File: src/rtl/sprite_fetch_scheduler_pkg.sv
// Shared types and constants for the sprite fetch scheduler and its address generator.
package sprite_fetch_scheduler_pkg;

    localparam int unsigned COORD_W        = 10;
    localparam int unsigned SUM_W          = 11;
    localparam int unsigned PROD_W         = 20;
    localparam int unsigned DATA_W         = 8;
    localparam int unsigned ADDR_W_DEF     = 16;
    localparam logic [7:0]  TRANSPARENT_KEY_DEF = 8'b11111011;

    typedef enum logic [1:0] {
        IDLE     = 2'd0,
        FETCH_P1 = 2'd1,
        FETCH_P2 = 2'd2,
        CAPTURE  = 2'd3
    } state_t;

    // Per-frame sprite geometry shared by both players.
    typedef struct packed {
        logic [COORD_W-1:0] p1_posx;
        logic [COORD_W-1:0] p1_posy;
        logic [COORD_W-1:0] p2_posx;
        logic [COORD_W-1:0] p2_posy;
        logic [COORD_W-1:0] width;
        logic [COORD_W-1:0] height;
    } geom_t;

endpackage

File: src/rtl/sprite_addr_gen.sv
// Combinational inside test and ROM address for one sprite at one pixel.
module sprite_addr_gen
    import sprite_fetch_scheduler_pkg::*;
#(
    parameter int unsigned ADDR_W = ADDR_W_DEF
) (
    input  logic [COORD_W-1:0] x,
    input  logic [COORD_W-1:0] y,
    input  logic [COORD_W-1:0] posx,
    input  logic [COORD_W-1:0] posy,
    input  logic [COORD_W-1:0] width,
    input  logic [COORD_W-1:0] height,
    input  logic [ADDR_W-1:0]  base,
    output logic               inside_c,
    output logic [ADDR_W-1:0]  addr_c
);

    logic [SUM_W-1:0]   x_end;
    logic [SUM_W-1:0]   y_end;
    logic [COORD_W-1:0] dx;
    logic [COORD_W-1:0] dy;
    logic [PROD_W-1:0]  offset;

    // Right/bottom edges are widened by one bit so they never wrap past 1023.
    always_comb begin
        x_end    = SUM_W'(posx) + SUM_W'(width);
        y_end    = SUM_W'(posy) + SUM_W'(height);
        inside_c = (x >= posx) && (SUM_W'(x) < x_end) &&
                   (y >= posy) && (SUM_W'(y) < y_end);
        dx       = x - posx;
        dy       = y - posy;
        offset   = PROD_W'(dy) * PROD_W'(width) + PROD_W'(dx);
        addr_c   = base + ADDR_W'(offset);
    end

endmodule

File: src/rtl/sprite_fetch_scheduler.sv
// Time-shares one ROM port between two player sprites, producing one result per pixel.
module sprite_fetch_scheduler
    import sprite_fetch_scheduler_pkg::*;
#(
    parameter int unsigned ADDR_W          = ADDR_W_DEF,
    parameter logic [7:0]  TRANSPARENT_KEY = TRANSPARENT_KEY_DEF
) (
    input  logic               clk,
    input  logic               rst,
    input  logic               pixel_tick,
    input  logic               frame_start,
    input  logic [COORD_W-1:0] current_pixel_x,
    input  logic [COORD_W-1:0] current_pixel_y,
    input  logic [COORD_W-1:0] p1_posx,
    input  logic [COORD_W-1:0] p1_posy,
    input  logic [COORD_W-1:0] p2_posx,
    input  logic [COORD_W-1:0] p2_posy,
    input  logic [COORD_W-1:0] sprite_width,
    input  logic [COORD_W-1:0] sprite_height,
    input  logic [ADDR_W-1:0]  p1_frame_base,
    input  logic [ADDR_W-1:0]  p2_frame_base,
    output logic [ADDR_W-1:0]  rom_addr,
    output logic               rom_en,
    input  logic [DATA_W-1:0]  rom_data,
    output logic [DATA_W-1:0]  p1_pixel_data,
    output logic [DATA_W-1:0]  p2_pixel_data,
    output logic               p1_inside,
    output logic               p1_visible,
    output logic               p2_inside,
    output logic               p2_visible,
    output logic [COORD_W-1:0] out_pixel_x,
    output logic [COORD_W-1:0] out_pixel_y,
    output logic               out_valid,
    output logic               overrun
);

    state_t              state, state_nx;
    geom_t               geom_q, geom_nx, geom_in, geom_eff;
    logic [ADDR_W-1:0]   base1_q, base1_nx, base2_q, base2_nx, base1_eff, base2_eff;
    logic [COORD_W-1:0]  lat_x, lat_x_nx, lat_y, lat_y_nx, pix_x, pix_y;
    logic                p1_in_q, p1_in_nx, p2_in_q, p2_in_nx;
    logic [DATA_W-1:0]   p1_data_q, p1_data_nx;
    logic                load_c;
    logic                p1_inside_c, p2_inside_c;
    logic [ADDR_W-1:0]   p1_addr_c, p2_addr_c;

    logic [ADDR_W-1:0]   rom_addr_nx;
    logic                rom_en_nx;
    logic [DATA_W-1:0]   p1_pixel_data_nx, p2_pixel_data_nx;
    logic                p1_inside_nx, p1_visible_nx, p2_inside_nx, p2_visible_nx;
    logic [COORD_W-1:0]  out_pixel_x_nx, out_pixel_y_nx;
    logic                out_valid_nx, overrun_nx;

    // A frame load coinciding with a tick must already steer that pixel's address.
    always_comb begin
        load_c    = (state == IDLE) && frame_start;
        geom_in   = '{p1_posx: p1_posx, p1_posy: p1_posy, p2_posx: p2_posx,
                      p2_posy: p2_posy, width: sprite_width, height: sprite_height};
        geom_eff  = load_c ? geom_in : geom_q;
        base1_eff = load_c ? p1_frame_base : base1_q;
        base2_eff = load_c ? p2_frame_base : base2_q;
        pix_x     = (state == IDLE) ? current_pixel_x : lat_x;
        pix_y     = (state == IDLE) ? current_pixel_y : lat_y;
    end

    sprite_addr_gen #(.ADDR_W(ADDR_W)) u_p1_gen (
        .x(pix_x), .y(pix_y), .posx(geom_eff.p1_posx), .posy(geom_eff.p1_posy),
        .width(geom_eff.width), .height(geom_eff.height), .base(base1_eff),
        .inside_c(p1_inside_c), .addr_c(p1_addr_c)
    );

    sprite_addr_gen #(.ADDR_W(ADDR_W)) u_p2_gen (
        .x(pix_x), .y(pix_y), .posx(geom_eff.p2_posx), .posy(geom_eff.p2_posy),
        .width(geom_eff.width), .height(geom_eff.height), .base(base2_eff),
        .inside_c(p2_inside_c), .addr_c(p2_addr_c)
    );

    always_ff @(posedge clk) begin
        if (rst) begin
            state         <= IDLE;
            geom_q        <= '0;
            base1_q       <= '0;
            base2_q       <= '0;
            lat_x         <= '0;
            lat_y         <= '0;
            p1_in_q       <= 1'b0;
            p2_in_q       <= 1'b0;
            p1_data_q     <= '0;
            rom_addr      <= '0;
            rom_en        <= 1'b0;
            p1_pixel_data <= '0;
            p2_pixel_data <= '0;
            p1_inside     <= 1'b0;
            p1_visible    <= 1'b0;
            p2_inside     <= 1'b0;
            p2_visible    <= 1'b0;
            out_pixel_x   <= '0;
            out_pixel_y   <= '0;
            out_valid     <= 1'b0;
            overrun       <= 1'b0;
        end else begin
            state         <= state_nx;
            geom_q        <= geom_nx;
            base1_q       <= base1_nx;
            base2_q       <= base2_nx;
            lat_x         <= lat_x_nx;
            lat_y         <= lat_y_nx;
            p1_in_q       <= p1_in_nx;
            p2_in_q       <= p2_in_nx;
            p1_data_q     <= p1_data_nx;
            rom_addr      <= rom_addr_nx;
            rom_en        <= rom_en_nx;
            p1_pixel_data <= p1_pixel_data_nx;
            p2_pixel_data <= p2_pixel_data_nx;
            p1_inside     <= p1_inside_nx;
            p1_visible    <= p1_visible_nx;
            p2_inside     <= p2_inside_nx;
            p2_visible    <= p2_visible_nx;
            out_pixel_x   <= out_pixel_x_nx;
            out_pixel_y   <= out_pixel_y_nx;
            out_valid     <= out_valid_nx;
            overrun       <= overrun_nx;
        end
    end

    always_comb begin
        state_nx         = state;
        geom_nx          = load_c ? geom_in : geom_q;
        base1_nx         = base1_eff;
        base2_nx         = base2_eff;
        lat_x_nx         = lat_x;
        lat_y_nx         = lat_y;
        p1_in_nx         = p1_in_q;
        p2_in_nx         = p2_in_q;
        p1_data_nx       = p1_data_q;
        rom_addr_nx      = rom_addr;
        rom_en_nx        = rom_en;
        p1_pixel_data_nx = p1_pixel_data;
        p2_pixel_data_nx = p2_pixel_data;
        p1_inside_nx     = p1_inside;
        p1_visible_nx    = p1_visible;
        p2_inside_nx     = p2_inside;
        p2_visible_nx    = p2_visible;
        out_pixel_x_nx   = out_pixel_x;
        out_pixel_y_nx   = out_pixel_y;
        out_valid_nx     = 1'b0;
        overrun_nx       = overrun | (pixel_tick & (state != IDLE));

        // rom_addr only moves when a request is actually issued.
        case (state)
            IDLE: begin
                if (pixel_tick) begin
                    lat_x_nx    = current_pixel_x;
                    lat_y_nx    = current_pixel_y;
                    p1_in_nx    = p1_inside_c;
                    rom_en_nx   = p1_inside_c;
                    rom_addr_nx = p1_inside_c ? p1_addr_c : rom_addr;
                    state_nx    = FETCH_P1;
                end
            end
            FETCH_P1: begin
                p2_in_nx    = p2_inside_c;
                rom_en_nx   = p2_inside_c;
                rom_addr_nx = p2_inside_c ? p2_addr_c : rom_addr;
                state_nx    = FETCH_P2;
            end
            FETCH_P2: begin
                p1_data_nx = rom_data;
                rom_en_nx  = 1'b0;
                state_nx   = CAPTURE;
            end
            CAPTURE: begin
                p1_inside_nx     = p1_in_q;
                p1_pixel_data_nx = p1_in_q ? p1_data_q : '0;
                p1_visible_nx    = p1_in_q && (p1_data_q != TRANSPARENT_KEY);
                p2_inside_nx     = p2_in_q;
                p2_pixel_data_nx = p2_in_q ? rom_data : '0;
                p2_visible_nx    = p2_in_q && (rom_data != TRANSPARENT_KEY);
                out_pixel_x_nx   = lat_x;
                out_pixel_y_nx   = lat_y;
                out_valid_nx     = 1'b1;
                state_nx         = IDLE;
            end
            default: state_nx = IDLE;
        endcase
    end

endmodule

File: config.mk
export PLATFORM = sky130hd
export DESIGN_NAME = sprite_fetch_scheduler
export DESIGN_NICKNAME = d
export VERILOG_FILES = /design/src/rtl/sprite_fetch_scheduler_pkg.sv /design/src/rtl/sprite_addr_gen.sv /design/src/rtl/sprite_fetch_scheduler.sv
export SDC_FILE = /design/constraint.sdc
export NUM_CORES = 1
export LEC_CHECK = 0
export ABC_CLOCK_PERIOD_IN_PS = 11300
export CAP_MARGIN = 25
export CELL_PAD_IN_SITES_DETAIL_PLACEMENT = 0
export CELL_PAD_IN_SITES_GLOBAL_PLACEMENT = 1
export CORE_ASPECT_RATIO = 1.5
export CORE_MARGIN = 4
export CORE_UTILIZATION = 40
export DETAILED_ROUTE_END_ITERATION = 16
export GPL_ROUTABILITY_DRIVEN = 0
export PLACE_DENSITY_LB_ADDON = 0.1
export SKIP_LAST_GASP = 1
export SLEW_MARGIN = 10
export SYNTH_ARGS = -nofsm -noshare
export SYNTH_HDL_FRONTEND = slang
export SYNTH_HIERARCHICAL = 1
export SYNTH_SLANG_ARGS = --single-unit
File: constraint.sdc
create_clock -name clk -period 11.3 [get_ports clk]
set_clock_uncertainty 0.05 [all_clocks]
set_input_delay 2.26 -clock clk [delete_from_list [all_inputs] [get_ports clk]]
set_output_delay 2.26 -clock clk [all_outputs]
set_load 0.005 [all_outputs]
Word level (Yosys, flattened, before mapping) --
Index checks and enable logic that the tools add are counted.
Storage, ports and cells: output and inout bits 59, register bits 183, input bits 124, logic and storage cells 90
Operators by class: multipliers 2, magnitude comparators 8, mux-type cells 16, add/sub/neg operators 12, bitwise gates (word level) 2, eq/ne operators 8, reduce and logical (&&, ||, !) cells 16
Operators with widths (number):
- 16-bit 2-to-1 mux | 5
- 60-bit 2-to-1 mux | 1
- 10-bit by 10-bit adder with 11-bit output | 4
- 10-bit by 11-bit less-than comparator with 1-bit output | 4
- 10-bit greater-or-equal comparator | 4
- 10-bit subtractor | 4
- 16-bit by 10-bit adder with 16-bit output | 2
- 16-bit adder | 2
- 10-bit by 10-bit multiplier with 16-bit output | 2
- 16-bit one-hot mux with 2 select lines | 1
- 10-bit 2-to-1 mux | 2
- 8-bit 2-to-1 mux | 2
- 8-bit inequality test (second input constant) | 2
- 1-bit logical AND | 9
- 2-bit one-hot mux with 4 select lines | 1
- 2-bit inequality test (second input constant) | 3
- 2-bit equality test (second input constant) | 2
- 2-bit AND reduction | 2
- 4-bit AND reduction | 1
- 2-bit nonzero test | 2
- 1-bit one-hot mux with 3 select lines | 1
- 3-bit nonzero test | 1
- 2-bit by 1-bit equality test with 1-bit output (second input constant) | 1
- 2-bit logical NOT | 1
- other kinds (4) | 5

Logic depth before layout (Yosys ltp) --
Gate-level depths: netlist of the first run.
word-level depth 11, depth in mapped cells 34, depth with buffers taken out 31

By module --
The synthesis of the first run kept the hierarchy.
By module, submodules not included:
- sprite_addr_gen | area each 5385.2 sq um, sequential area each 0.0 sq um, times used 2, cells an instance 626
- sprite_fetch_scheduler | area each 7292.0 sq um, sequential area each 3663.5 sq um, times used 1, cells an instance 687

Worst setup path before layout of the first run --
OpenSTA, ideal clock, no wires.
path kind input to register, start point input frame_start, end point register rom_addr[15], required time 11.110 ns, buffers on the path 2, cell stages on the path 27, slack 2.387 ns, setup time 0.140 ns, data arrival time 8.723 ns, path through nand2_1 buf_2 buf_2 mux2_2 ha_1 fa_1 and2b_1 o2111ai_2 a31oi_1 nor2_1 xnor2_1 nand2_1 fa_1 inv_1 fa_1 fa_1 fa_1 inv_1 fa_1 inv_1 ha_1 nand3_1 o31a_1 o21ai_0 xnor3_1 mux2i_1 a211oi_1
RTL lines:
- from (decl) | line sprite_fetch_scheduler.sv:11 | input logic frame_start,
- to (signal assigned) | line sprite_fetch_scheduler.sv:111 | rom_addr <= rom_addr_nx;
- to (decl) | line sprite_fetch_scheduler.sv:22 | output logic [ADDR_W-1:0] rom_addr,

==> impl_metrics.tcl, run 1 <==
set metrics [dict create \
    worstSetupPathType "input port to flip-flop" \
    regArea_um2 3660 \
    grt_ovf 0 \
    postRouteAntennaNets 0 \
    critical_path_required_ns 11.62 \
    timing.final.crit_share 0.877 \
    reg2regPathDepth 28 \
    num_antenna_cells 0 \
    cts_setup_buffers 0 \
    drv.max_cap_violation_count 0 \
    detailedPlacementHpwl_um 39300 \
    finalSetupTns_ns 0 \
    start_kind "input port" \
    postRouteWirelength_um 49400 \
    port_buffers 182 \
    netlist.top_cell.by_area "dfxtp_1" \
    most_common_cell_type_on_the_critical_path "fa_1" \
    clockRootBuffer "clkbuf_16" \
    hold_buffers 0 \
    area.growth.synth_to_final_pct 16.4 \
    syn_avg_cell_area_um2 9.32 \
    die_h_um 268 \
    worst_slack_ns 1.39 \
    relSlewSlack 0.406 \
    min_from "p2_visible" \
    postSynthCellCount 1939 \
    netlist_area_um2 18100 \
    drt_drc_violations_left 0 \
    nets 2584 \
    worst_setup_path_startpoint "frame_start" \
    synth.net_count 2433 \
    crit_arrival_ns 10.24 \
    die-area_um2 48700 \
    grt_setup_unrepaired "no" \
    post_route_cells_drive_above_1_share 0.0904 \
    achievable-frequency_mhz 101 \
    hold_wc_path_type "flip-flop to flip-flop" \
    multiInputGateArea_um2 13100 \
    cts.sink_count 183 \
    final_max_slew_viol_count 0 \
    cts.clk_slew.worst_paths_ns 0.08 \
    finalHoldViolations 0 \
    synth_top_flop_cell "dfxtp_1" \
    crit_path_max_incr_delay_ns 0.62 \
    initial_drt_markers 496 \
    die_x_extent_um 182 \
    routedWlPerCell_um 18.4 \
    viasPerCell 4.99 \
    grt_antenna_before_repair 0 \
    maximum_net_fanout_on_the_critical_path 43 \
    insertion_delay_to_the_later_sink_of_the_worst_skew_pair_ns 0.47 \
    synth_seq_cells 183 \
    holdPathStages 2 \
    initial_utilization 0.404 \
    post_synth_num_cell_types 69 \
    critPathSlowestCell "o41ai_1" \
    wire_length_of_the_first_global_routing_pass_um 78500 \
    crit-reg2reg-launch "state[0]" \
    synth_edf_count 0 \
    grt_max_degree 106 \
    dp_slack_ns 0.963 \
    detail_route.first_pass.iterations 5 \
    tritoncts_clock_tree "yes" \
    cts_buffer_depth 2 \
    synth.area.top_cells "dfxtp_1, fa_1, ha_1" \
    dr_total_vias 13400 \
    core_area_um2 44700 \
    synth_top_cell_area_share 0.203 \
    cts-htree-levels 4 \
    outcome "completed" \
    period_needed_ns 9.91 \
    yosysSeqAreaShare 0.203 \
    worstMarginPinSlew_ns 0.891 \
    fp-row-count 95 \
    finalSetupViolations 0 \
    gr-usage-all-layers 0.205 \
    resized_cells_post_cts 0 \
    vias_in_the_first_global_route 14100 \
    critical_path.endpoint_type "flip-flop" \
    synthArstFlopShare 0 \
    nFillCells 4459 \
    yosysWarningCount 6 \
    num_io_pins 183 \
    cts_made_buffers 17 \
]
-- layer usage --
metal,part of all wire,vias to the layer above,routed length (µm),GRT usage
li1,-,6604,-,-
met1,0.42,6520,20800,0.244
met2,0.52,226,25800,0.380
met3,0.028,50,1360,0.0292
met4,0.028,0,1370,0.0678
met5,0,-,0,0
-- flip-flops by register name, indices dropped and copies added (netlist names), 2 cells and up --
register	count
geom_q	60
base1_q	16
base2_q	16
rom_addr	16
lat_x	10
lat_y	10
out_pixel_x	10
out_pixel_y	10
p1_data_q	8
p1_pixel_data	8
p2_pixel_data	8
state	2
-- worst paths after layout --
check                               endpoint  slack, ns
worst min-delay path              p2_visible       0.42
worst max register to register  rom_addr[14]       2.51
worst max-delay path            rom_addr[14]       1.39
worst min register to register    p2_visible       0.42
-- per-stage QoR --
step,instance area [µm²],std cells,hold WS (ns),util
floorplan,18100,1939,0.395,-
global placement,20400,2652,0.405,0.457
detailed placement,20400,2653,0.408,0.457
CTS,21000,2684,0.424,0.471
global route,21000,2684,0.447,0.471
finish,21000,2684,0.421,0.471
-- logic make-up after synthesis --
family	share of synthesized area
AO/OA/AOI/OAI	0.104
XOR/XNOR	0.0506
AND/OR/NAND/NOR	0.145
multiplexers	0.0967
flip-flops	0.203
buffers and inverters	0.0725
adder cells (fa/ha/maj)	0.329
-- cell type report --
| type | count | area share |
|---|---|---|
| inverters | 273 | 0.0487 |
| clock inverters | 12 | 0.00642 |
| repair buffers | 197 | 0.0918 |
| clock buffers | 19 | 0.0215 |
| well taps | 582 | 0.0346 |
| flip-flops and latches | 183 | 0.174 |
| multi-input cells | 1418 | 0.623 |
-- cell usage after synthesis (47+ instances only) --
cell type / number
inv_1: 273
ha_1: 196
dfxtp_1: 183
fa_1: 174
nand2_1: 144
nor2b_1: 133
mux2_2: 112
a21oi_1: 105
nor2_1: 84
and2_1: 71
xnor2_1: 62
mux2i_1: 47
-- critical path: cells and delay by family --
kind | cells | cell delay [ns]
AOI/OAI and AO/OA | 6 | 1.60
adders and majority gates | 8 | 3.38
and+or+nand+nor | 4 | 0.65
xor gates and xnor gates | 2 | 0.69
muxes | 2 | 0.56
buffers and inverters | 5 | 1.08
-- cells in the final DEF (no fill, tap or decap), types with 4 or more instances in the layout --
| cell type | count |
|---|---|
| nor2_1 | 84 |
| xnor2_1 | 62 |
| mux2i_1 | 47 |
| nand2_1 | 143 |
| nor2b_1 | 133 |
| a21o_1 | 35 |
| a21oi_1 | 105 |
| nor3_1 | 14 |
| nand4_1 | 8 |
| and2_1 | 71 |
| inv_1 | 273 |
| nand3_1 | 8 |
| a211oi_1 | 11 |
| o21bai_1 | 13 |
| clkdlybuf4s50_1 | 181 |
| fa_1 | 174 |
| a31oi_1 | 5 |
| o21a_1 | 15 |
| and2_2 | 4 |
| mux2_2 | 112 |
| a22oi_1 | 14 |
| ha_1 | 196 |
| xor2_1 | 26 |
| a211oi_2 | 10 |
| nand2b_1 | 30 |
| buf_4 | 14 |
| a21boi_0 | 4 |
| inv_8 | 4 |
| dfxtp_1 | 183 |
| o21ai_0 | 37 |
| clkbuf_16 | 17 |
Power of run 1 is not shown: default switching activity piles up to over one toggle a cycle in this logic, so the estimate is an artifact.
==> inputs of run 2 (changes only) <==
ABC_CLOCK_PERIOD_IN_PS = 10300   (was 11300)
clock period = 10.3 ns   (was 11.3 ns; I/O delays follow)
==> run 2 against run 1 <==
First-iteration DRC count fell by 5.4%. Flip-flop and latch count did not move. Register-to-register slack got worse by 0.18 ns. Worst hold slack got worse by 0.0055 ns. Wire length rose by 1.0%. Non-clock buffer count rose by 5. Cell area rose by 0.24%.
==> impl_metrics.tcl, run 2 (synthesis results as in run 1) <==
set metrics [dict create \
    outcome "completed" \
    cts.clk_slew.worst_paths_ns 0.08 \
    num_io_pins 183 \
    cts_made_buffers 17 \
    finalSetupTns_ns 0 \
    cts_setup_buffers 0 \
    drv.max_cap_violation_count 0 \
    nets 2589 \
    grt_max_degree 106 \
    post_layout_nonfiller_instances 2690 \
    start_kind "input port" \
    cts_buffer_depth 2 \
    finalHoldViolations 0 \
    grt_ovf 0 \
    initial_drt_markers 469 \
    resized_cells_post_cts 0 \
    crit_path_max_incr_delay_ns 0.63 \
    vias_in_the_first_global_route 14300 \
    postRouteWirelength_um 49900 \
    utilization 0.472 \
    critical_path.endpoint_type "flip-flop" \
    worstSetupPathType "input port to flip-flop" \
    die-area_um2 48700 \
    maximum_net_fanout_on_the_critical_path 30 \
    cts.sink_count 183 \
    grt_setup_unrepaired "no" \
    timing.critical_path.buf_inv 6 \
    detail_route.first_pass.iterations 5 \
    cts-htree-levels 4 \
    register_containing_the_most_flip_flops_in_the_final_layout "geom_q" \
    most_common_cell_type_on_the_critical_path "fa_1" \
    postRouteAntennaNets 0 \
    insertion_delay_to_the_later_sink_of_the_worst_skew_pair_ns 0.47 \
    initial_utilization 0.404 \
    timing.final.crit_share 0.893 \
    critPathSlowestCell "xor2_1" \
    grt_antenna_before_repair 1 \
    num_antenna_cells 0 \
    layout.cells.most_common "inv_1" \
    postLayoutCellArea_um2 21100 \
    clockRootBuffer "clkbuf_16" \
    post_route_cells_drive_above_1_share 0.0930 \
    placement.cell_area_um2 20500 \
    worstMarginPinSlew_ns 0.906 \
    die_x_extent_um 182 \
    core_area_um2 44700 \
    viasPerCell 5.01 \
    largest_register_ff_count 60 \
    achievable-frequency_mhz 109 \
    hold_wc_path_type "flip-flop to flip-flop" \
    gr-usage-all-layers 0.208 \
    detailedPlacementHpwl_um 40100 \
    final_max_slew_viol_count 0 \
    tritoncts_clock_tree "yes" \
    numPlacedInstances 2658 \
    fp-row-count 95 \
    area.growth.synth_to_final_pct 16.7 \
    port_buffers 182 \
    final_cell_mix "inv_1, ha_1, dfxtp_1, clkdlybuf4s50_1, fa_1" \
    drt_drc_violations_left 0 \
    dr_total_vias 13500 \
    critical-path-top-delay-family "adder cells" \
    die_h_um 268 \
    hold_buffers 0 \
    routedWlPerCell_um 18.5 \
    finalSetupViolations 0 \
    period_needed_ns 9.19 \
    critical_path_required_ns 10.56 \
    crit_arrival_ns 9.45 \
    relSlewSlack 0.396 \
    wire_length_of_the_first_global_routing_pass_um 78800 \
]
-- run 2: cell types whose count changed in the layout (fill, tap and decap cells not counted), sizes merged --
| cell | before | now |
|---|---|---|
| clkinv | 4 | 5 |
| buf | 16 | 21 |
| clkinvlp | 2 | 0 |
| inv | 279 | 282 |
| clkbuf | 19 | 18 |
-- run 2: path summary, 6_finish.rpt --
| path | from | endpoint | slack, ns | cells after the start |
|---|---|---|---|---|
| max reg2reg | state[0] | rom_addr[15] | 2.33 | 27 |
| max | frame_start | rom_addr[15] | 1.11 | 26 |
| min reg2reg | p1_pixel_data[7] | p1_pixel_data[7] | 0.42 | 2 |
| min | p1_pixel_data[7] | p1_pixel_data[7] | 0.42 | 2 |
-- run 2: area by class of cell --
class                   count  area [µm²]
fillers                  4423       23600
inverters                 273        1020
multi-input cells        1418       13100
clock inverters            14         156
flip-flops and latches    183        3660
repair buffers            202        1990
clock buffers              18         429
well taps                 582         728
-- run 2: worst min-delay path: stages (launching register included) --
cell,delay (ns)
dfxtp_1,0.31
nand2_1,0.06
a21oi_1,0.05
-- run 2: stage by stage --
step	hold WS, ns	setup slack, ns
floorplan	0.395	1.59
global placement	0.404	0.779
detailed placement	0.408	0.600
CTS	0.421	1.10
global route	0.440	0.620
finish	0.415	1.11
-- run 2: per-layer routing --
metal | wire length [µm] | up-vias | global-route usage
li1 | - | 6625 | -
met1 | 20200 | 6547 | 0.236
met2 | 26400 | 234 | 0.393
met3 | 1750 | 64 | 0.0333
met4 | 1560 | 2 | 0.0757
met5 | 13 | - | 0
Power of run 2 is left out for the same reason.
